`src/rtl/latch_load_ctrl.sv`:
```
// latch_load_ctrl
// Upstream controller for the D-latch bank: synchronises raw switch data and a
// raw load button, debounces the button, and for each accepted press presents
// stable data on d together with a clean, clock-aligned enable pulse on en.
// Optional feature: define LOAD_COUNT_EN to add the 8-bit load_count output.
module latch_load_ctrl #(
   parameter int WIDTH           = 2,
   parameter int DEBOUNCE_CYCLES = 4,
   parameter int EN_PULSE_CYCLES = 1
) (
   input  logic             clk,
   input  logic             rst_n,
   input  logic [WIDTH-1:0] sw,
   input  logic             load_btn,
   output logic [WIDTH-1:0] d,
   output logic             en,
   output logic             busy
`ifdef LOAD_COUNT_EN
   ,
   output logic [7:0]       load_count
`endif
);

   // One counter serves every state, so it is sized for the larger limit.
   localparam int CNT_MAX = (DEBOUNCE_CYCLES > EN_PULSE_CYCLES) ? DEBOUNCE_CYCLES
                                                                : EN_PULSE_CYCLES;
   localparam int CNT_W   = $clog2(CNT_MAX) + 1;

   localparam logic [CNT_W-1:0] DEB_LAST   = CNT_W'(DEBOUNCE_CYCLES);
   localparam logic [CNT_W-1:0] PULSE_LAST = CNT_W'(EN_PULSE_CYCLES);

   typedef enum logic [1:0] {
      IDLE,
      DEBOUNCE,
      LOAD,
      WAIT_RELEASE
   } state_t;

   logic [WIDTH-1:0] r_sw_s1;
   logic [WIDTH-1:0] r_sw_s2;
   logic             r_btn_s1;
   logic             r_btn_s2;

   state_t           r_state;
   state_t           w_next_state;
   logic [CNT_W-1:0] r_cnt;
   logic [CNT_W-1:0] w_next_cnt;
   logic [CNT_W-1:0] w_cnt_inc;
   logic             w_enter_load;

   logic [WIDTH-1:0] r_d;
   logic             r_en;
   logic             r_busy;

   // Two-flop synchronisers for the asynchronous switch data and button.
   always_ff @(posedge clk or negedge rst_n) begin
      if (!rst_n) begin
         r_sw_s1  <= '0;
         r_sw_s2  <= '0;
         r_btn_s1 <= 1'b0;
         r_btn_s2 <= 1'b0;
      end else begin
         // NOTE: non-blocking so each stage samples its predecessor's pre-edge
         // value; blocking assignments would collapse the chain into one flop.
         r_sw_s1  <= sw;
         r_sw_s2  <= r_sw_s1;
         r_btn_s1 <= load_btn;
         r_btn_s2 <= r_btn_s1;
      end
   end

   assign w_cnt_inc = r_cnt + CNT_W'(1);

   // Next-state and counter logic; the counter counts consecutive qualifying samples.
   always_comb begin
      // NOTE: defaults first so every path assigns every signal; a branch that
      // left one unassigned would infer a latch.
      w_next_state = r_state;
      w_next_cnt   = r_cnt;
      w_enter_load = 1'b0;
      case (r_state)
         IDLE: begin
            if (r_btn_s2) begin
               w_next_state = DEBOUNCE;
               w_next_cnt   = '0;
            end
         end
         DEBOUNCE: begin
            if (!r_btn_s2) begin
               // Glitch rejected: any low sample aborts the press.
               w_next_state = IDLE;
               w_next_cnt   = '0;
            end else if (w_cnt_inc == DEB_LAST) begin
               w_next_state = LOAD;
               w_next_cnt   = '0;
               w_enter_load = 1'b1;
            end else begin
               w_next_cnt   = w_cnt_inc;
            end
         end
         LOAD: begin
            if (w_cnt_inc == PULSE_LAST) begin
               w_next_state = WAIT_RELEASE;
               w_next_cnt   = '0;
            end else begin
               w_next_cnt   = w_cnt_inc;
            end
         end
         WAIT_RELEASE: begin
            if (r_btn_s2) begin
               // Bounce during release restarts the low-sample count.
               w_next_cnt   = '0;
            end else if (w_cnt_inc == DEB_LAST) begin
               w_next_state = IDLE;
               w_next_cnt   = '0;
            end else begin
               w_next_cnt   = w_cnt_inc;
            end
         end
         default: begin
            w_next_state = IDLE;
            w_next_cnt   = '0;
         end
      endcase
   end

   // State and counter registers.
   always_ff @(posedge clk or negedge rst_n) begin
      if (!rst_n) begin
         r_state <= IDLE;
         r_cnt   <= '0;
      end else begin
         r_state <= w_next_state;
         r_cnt   <= w_next_cnt;
      end
   end

   // Registered outputs: en and busy track the state being entered, d is
   // captured only on the edge that enters LOAD.
   always_ff @(posedge clk or negedge rst_n) begin
      if (!rst_n) begin
         r_d    <= '0;
         r_en   <= 1'b0;
         r_busy <= 1'b0;
      end else begin
         if (w_enter_load) begin
            r_d <= r_sw_s2;
         end
         r_en   <= (w_next_state == LOAD);
         r_busy <= (w_next_state != IDLE);
      end
   end

   assign d    = r_d;
   assign en   = r_en;
   assign busy = r_busy;

`ifdef LOAD_COUNT_EN
   logic [7:0] r_load_count;

   // Counts accepted presses (entries into LOAD), wrapping at 255.
   always_ff @(posedge clk or negedge rst_n) begin
      if (!rst_n) begin
         r_load_count <= 8'd0;
      end else if (w_enter_load) begin
         r_load_count <= r_load_count + 8'd1;
      end
   end

   assign load_count = r_load_count;
`endif

endmodule

```
`config.mk`:
```
export PLATFORM = sky130hd
export DESIGN_NAME = latch_load_ctrl
export DESIGN_NICKNAME = d
export VERILOG_FILES = /design/src/rtl/latch_load_ctrl.sv
export SDC_FILE = /design/constraint.sdc
export NUM_CORES = 1
export LEC_CHECK = 0
export BUFFER_PORTS_ARGS = -buffer_cell sky130_fd_sc_hd__buf_2
export CAP_MARGIN = 10
export CELL_PAD_IN_SITES_DETAIL_PLACEMENT = 0
export CELL_PAD_IN_SITES_GLOBAL_PLACEMENT = 1
export CORE_MARGIN = 10
export CORE_UTILIZATION = 50
export CTS_BUF_LIST = sky130_fd_sc_hd__clkbuf_8
export CTS_CLUSTER_DIAMETER = 50
export DETAILED_ROUTE_END_ITERATION = 8
export PLACE_DENSITY_LB_ADDON = 0.1
export SLEW_MARGIN = 20
export SYNTH_ARGS = -nofsm -noshare
export SYNTH_HDL_FRONTEND = slang
export SYNTH_SLANG_ARGS = --single-unit
```
`constraint.sdc`:
```
create_clock -name clk -period 2.8 [get_ports clk]
set_input_delay 0.14 -clock clk [delete_from_list [all_inputs] [get_ports clk]]
set_output_delay 0.14 -clock clk [all_outputs]
set_load 0.1 [all_outputs]
```
== Yosys cells after proc, flatten, opt, wreduce, memory -nomap -nowiden ==
Index checks and enable logic that the tools add are counted.
Storage, ports and cells
  register bits: 15
  input port bits: 5
  output and inout port bits: 4
  logic and storage cells: 35
Cells by class
  add/sub/neg operators: 1
  equal/unequal tests: 7
  multiplexer cells: 16
  reduce and logical (&&, ||, !) cells: 2
Operators with widths (number)
  $mux W3: 5
  $mux W2: 6
  $pmux W3 S4: 1
  $pmux W2 S4: 1
  $eq A2 B2 Y1 const B: 3
  $add A3 B1 Y3 const B: 1
  $eq A3 B1 Y1 const B: 1
  $eq A3 B3 Y1 const B: 1
  $mux W1: 3
  $eq A2 B1 Y1 const B: 1
  $logic_not A2 Y1: 1
  $ne A2 B2 Y1 const B: 1
  $reduce_bool A2 Y1: 1

== Logic depth before layout (Yosys ltp) ==
  depth after elaboration: 6
  gate-level depth with buffers: 4
  depth with buffers taken out: 4

== Least setup slack after synthesis ==
OpenSTA, ideal clock, no wires.
  kind: reg2reg
  from: register r_cnt[0]
  to: register r_d[0], in the netlist d[0]
  setup time: 126 ps
  arrival time: 1447 ps
  required time: 2674 ps
  slack: 1227 ps
  stages on the path, launching flop included: 5
  buffers on the path: 0
  clock period less this slack: 1573 ps
  cells stage by stage: dfrtp_1 ha_1 xnor2_2 nor4b_4 mux2_4
Between the ends
  word-level cells in the longest chain between the ends: 5
Ends and longest elaborated chain
  start: declaration: line 46  | logic [CNT_W-1:0] r_cnt;
  start signal: assignment: line 134  | r_cnt <= w_next_cnt;
  $add A3 B1 Y3: line 72  | assign w_cnt_inc = r_cnt + CNT_W'(1);
  $eq A3 B3 Y1: line 93  | end else if (w_cnt_inc == DEB_LAST) begin
  $mux W1: line 93
  $mux W1: line 89  | if (!r_btn_s2) begin
  $mux W1: line 81  | case (r_state)
  end signal: assignment: line 147  | r_d <= r_sw_s2;
  end: declaration: line 51  | logic [WIDTH-1:0] r_d;
No other way between the ends.
A chain may end at the register's enable or synchronous reset.

== Final worst setup path ==
Ends and elaborated chain as after synthesis.

==> tab_implementation.tex <==
\begin{tabular}{lr}
\hline
Metric & Value \\
\hline
\multicolumn{2}{l}{\textbf{Outcome}} \\
\quad Run status & completed \\
\multicolumn{2}{l}{\textbf{Power}} \\
\quad Switch Pwr & 0.0940 mW \\
\quad Cell-internal power & between 0.3 and 0.4 mW \\
\quad Net switching fraction of the power & 21.8\% \\
\quad Static leakage power & 0.374 nW \\
\quad Combinational fraction of design power & under 10\% \\
\quad Tot Pwr & 0.430 mW \\
\quad Relative contribution of the clock network to total power & 39.3\% \\
\quad Sequential power share & 53.7\% \\
\quad Pwr/cell area & 552 nW/µm² \\
\quad Worst voltage drop across the vdd grid & 0.507 mV \\
\multicolumn{2}{l}{\textbf{Global routing}} \\
\quad First-pass GRT wire length & a little under 2000 µm \\
\quad Number of global-route vias before repair & 412 \\
\quad Number of antenna violations at the first check in global routing & 0 \\
\quad GRT Util Overall & just under 8\% \\
\quad Maximum number of pins on one net before global-route repair & 16 \\
\quad Final global-route overflow total & 0 \\
\multicolumn{2}{l}{\textbf{Synth}} \\
\quad Sequential element share of the synthesized area & 57.4\% \\
\quad Number of nets in the synthesized netlist & 56 \\
\quad Post-Syn Area & 654 µm² \\
\quad Cells after Synth & 48 \\
\quad Yosys warnings & 0 \\
\quad Library cell occupying the most area in the post-synthesis netlist & dfrtp\_1 \\
\quad Cells taking the most area after synthesis & dfrtp\_1 (57\%), ha\_1 (5.7\%), mux2\_4 (4.6\%) \\
\quad Yosys top cell area share & 57.4\% \\
\quad Synth Area per Inst & roughly 14 µm² \\
\quad Flip-flop and latch count after synthesis & 15 \\
\quad Yosys cell types & 23 \\
\multicolumn{2}{l}{\textbf{Die}} \\
\quad Effective utilization at floorplan & between 50 and 60\% \\
\quad Number of ports placed on the die boundary & 9 \\
\quad DIE AREA & 3160 µm² \\
\quad Area of the core & 1170 µm² \\
\quad Die boundary width & 56.2 µm \\
\quad Site Rows & 12 \\
\quad Die Ht & roughly 56 µm \\
\multicolumn{2}{l}{\textbf{Clock network}} \\
\quad Total CTS buffers & 3 \\
\quad Clock sink total & 15 \\
\quad CTS Hold Buffers Added & 4 \\
\quad Number of levels the H-tree was split into & 1 \\
\quad Post-CTS Resized & 0 \\
\quad Clock tree from TritonCTS & yes \\
\quad Clock transition time at the flip-flop clock pins of the worst setup and hold paths & 0.06 ns \\
\quad Longest Clk Path Bufs & 2 \\
\quad Clock root cell & clkbuf\_8 \\
\quad Setup Buffers After CTS & 0 \\
\quad Clock network latency to the later pin of the worst-skew pair & 0.24 ns \\
\multicolumn{2}{l}{\textbf{Hold path}} \\
\quad Hold Crit Class & input port to asynchronous set/reset pin \\
\multicolumn{2}{l}{\textbf{Detailed routing}} \\
\quad Detailed-route vias per instance & 5.30 \\
\quad Mean routed wirelength per cell & 14.1 µm \\
\quad Number of remaining DRC errors & 0 \\
\quad DRT antenna net count & 0 \\
\quad Drt first-iter violations & 3 \\
\quad Count of TritonRoute iterations in the first routing pass & 4 \\
\quad Wire length after detailed routing & between 1000 and 1500 µm \\
\quad Total number of vias & 403 \\
\multicolumn{2}{l}{\textbf{Flow run}} \\
\quad Number of violations of the max-capacitance limit & 0 \\
\multicolumn{2}{l}{\textbf{Timing}} \\
\quad Maximum clock rate & 602 MHz \\
\quad Final critical path time including I/O delays and setup & 1.66 ns \\
\quad Transition time at the pin with the least slew margin & between 0.4 and 0.5 ns \\
\quad Clock skew after layout & 0.000932 ns \\
\quad Final hold violations & 0 \\
\quad Final setup violation count & 0 \\
\quad Headroom to the max-slew limit & 67.5\% \\
\quad Setup repair after global routing missed its margin & no \\
\quad Fin crit share & around 59\% \\
\quad Count of pins over their slew limit & 0 \\
\quad Setup TNS Final & 0 ns \\
\quad Worst setup slack after layout & 1.14 ns \\
\multicolumn{2}{l}{\textbf{Placement}} \\
\quad DP Worst Slack & roughly 1.1 ns \\
\quad Cell Area, Placed & 693 µm² \\
\quad DP Wirelength & slightly above 800 µm \\
\quad Routability cong. & between 0.8 and 0.9 \\
\quad Buffers added on ports & 8 \\
\multicolumn{2}{l}{\textbf{Layout}} \\
\quad Final core area utilization & 66.6\% \\
\quad Final \#Nets & $\sim$70 \\
\quad Layout cells sized above 1 & 29.0\% \\
\quad Number of antenna cells inserted & 0 \\
\quad Area Growth Syn to Fin & 19.1\% \\
\quad Finished Cell Area & 779 µm² \\
\multicolumn{2}{l}{\textbf{Critical path}} \\
\quad Worst-path cell with the longest stage delay & dfrtp\_1 \\
\quad Peak fanout along the critical path & 7 \\
\quad Delay contributed by the slowest stage of the critical path & 0.40 ns \\
\quad CP Class & register to register \\
\quad Critical Path Source & r\_cnt[0] \\
\quad Critical Path, Cell by Cell & ha\_1 > xnor2\_2 > nor4b\_4 > mux2\_4 \\
\quad Arrival time of data at the critical path endpoint & 1.79 ns \\
\quad Type of origin of the critical path & register \\
\quad Required @ worst endpoint & slightly below 3 ns \\
\quad Endpoint type of the worst setup path & register \\
\quad Worst r2r src & r\_cnt[0] \\
\hline
\end{tabular}
## area by class of cell
class	instances	area, µm²
clock buffer	3	41.3
clock inverter	1	5.00
fill	98	392
inverter	4	15.0
multi-input combinational	27	245
sequential	15	375
tap	14	17.5
timing repair buffer	12	80.1
## path summary, 6_finish.rpt
path                       cells past startpoint  slack, ns        to
setup / recovery                               4       1.14      d[0]
hold / removal                                 2       0.31      busy
setup reg to reg                               4       1.14      d[0]
hold reg to reg                                0       0.35  r_btn_s2
max in group asynchronous                      2       2.26  r_btn_s2
min in group clk                               0       0.35  r_btn_s2
## cell usage after synthesis
library cell and count:
clkbuf_1 1, dfrtp_1 15, nor3b_1 1, a211oi_1 2, o21ai_0 3, a21o_1 1, nor4bb_1 1, nor4b_4 1
xnor2_2 1, a311oi_1 1, a32o_1 1, nor3_1 1, buf_8 1, nand2_1 2, inv_1 4, mux2_2 1
a21oi_1 2, mux2_4 2, ha_1 3, or2_2 1, and3_1 1, or2_1 1, mux2_1 1
## placed cells by master, fill, tap and decap left out, types with 2 or more instances in the layout
cell,count
dlygate4sd3_1,4
mux2_4,2
nand2_1,2
a21oi_1,2
ha_1,3
a211oi_1,2
o21ai_0,3
clkbuf_8,3
buf_2,8
inv_1,4
dfrtp_1,15
## worst max-delay path, delay by kind of cell (launching register included)
kind                       cells  cell delay [ns]
DFF                            1             0.40
and+or+nand+nor                1             0.37
muxes                          1             0.33
adders and majority gates      1             0.24
xor gates and xnor gates       1             0.20
## power groups by stage
stage               Combinational [mW]  Sequential (mW)  Clock (mW)
floorplan                       0.0129            0.238           0
global placement                0.0256            0.234           0
detailed placement              0.0266            0.235           0
CTS                             0.0309            0.231       0.173
global route                    0.0341            0.232       0.189
finish                          0.0304            0.231       0.169
## flip-flops by register name (all words and copies together) (netlist names)
| signal | flops |
|---|---|
| r_cnt | 3 |
| d | 2 |
| r_state | 2 |
| r_sw_s1 | 2 |
| r_sw_s2 | 2 |
| busy | 1 |
| en | 1 |
| r_btn_s1 | 1 |
| r_btn_s2 | 1 |
## routing by layer
| metal | track usage (%) | vias up | routed length (µm) |
|---|---|---|---|
| li1 | - | 195 | - |
| met1 | 7.47 | 194 | 383 |
| met2 | 12.4 | 12 | 572 |
| met3 | 5.92 | 2 | 108 |
| met4 | 4.10 | 0 | 10 |
| met5 | 0 | - | 0 |
## through the flow
step,cells,hold slack [ns]
global route,76,0.352
floorplan,48,-0.156
CTS,76,0.329
detailed placement,68,0.0537
global placement,68,0.0430
finish,76,0.308
## logic make-up after synthesis
logic type                 after synthesis  synth area share [%]
DFF                                     15                  57.4
AOI/OAI and AO/OA                       10                  10.1
and+or+nand+nor                          9                  11.1
buffers and inverters                    6                  5.16
muxes                                    4                  8.03
adders and majority gates                3                  5.74
xor gates and xnor gates                 1                  2.49
(Power assumes the default switching activity.)
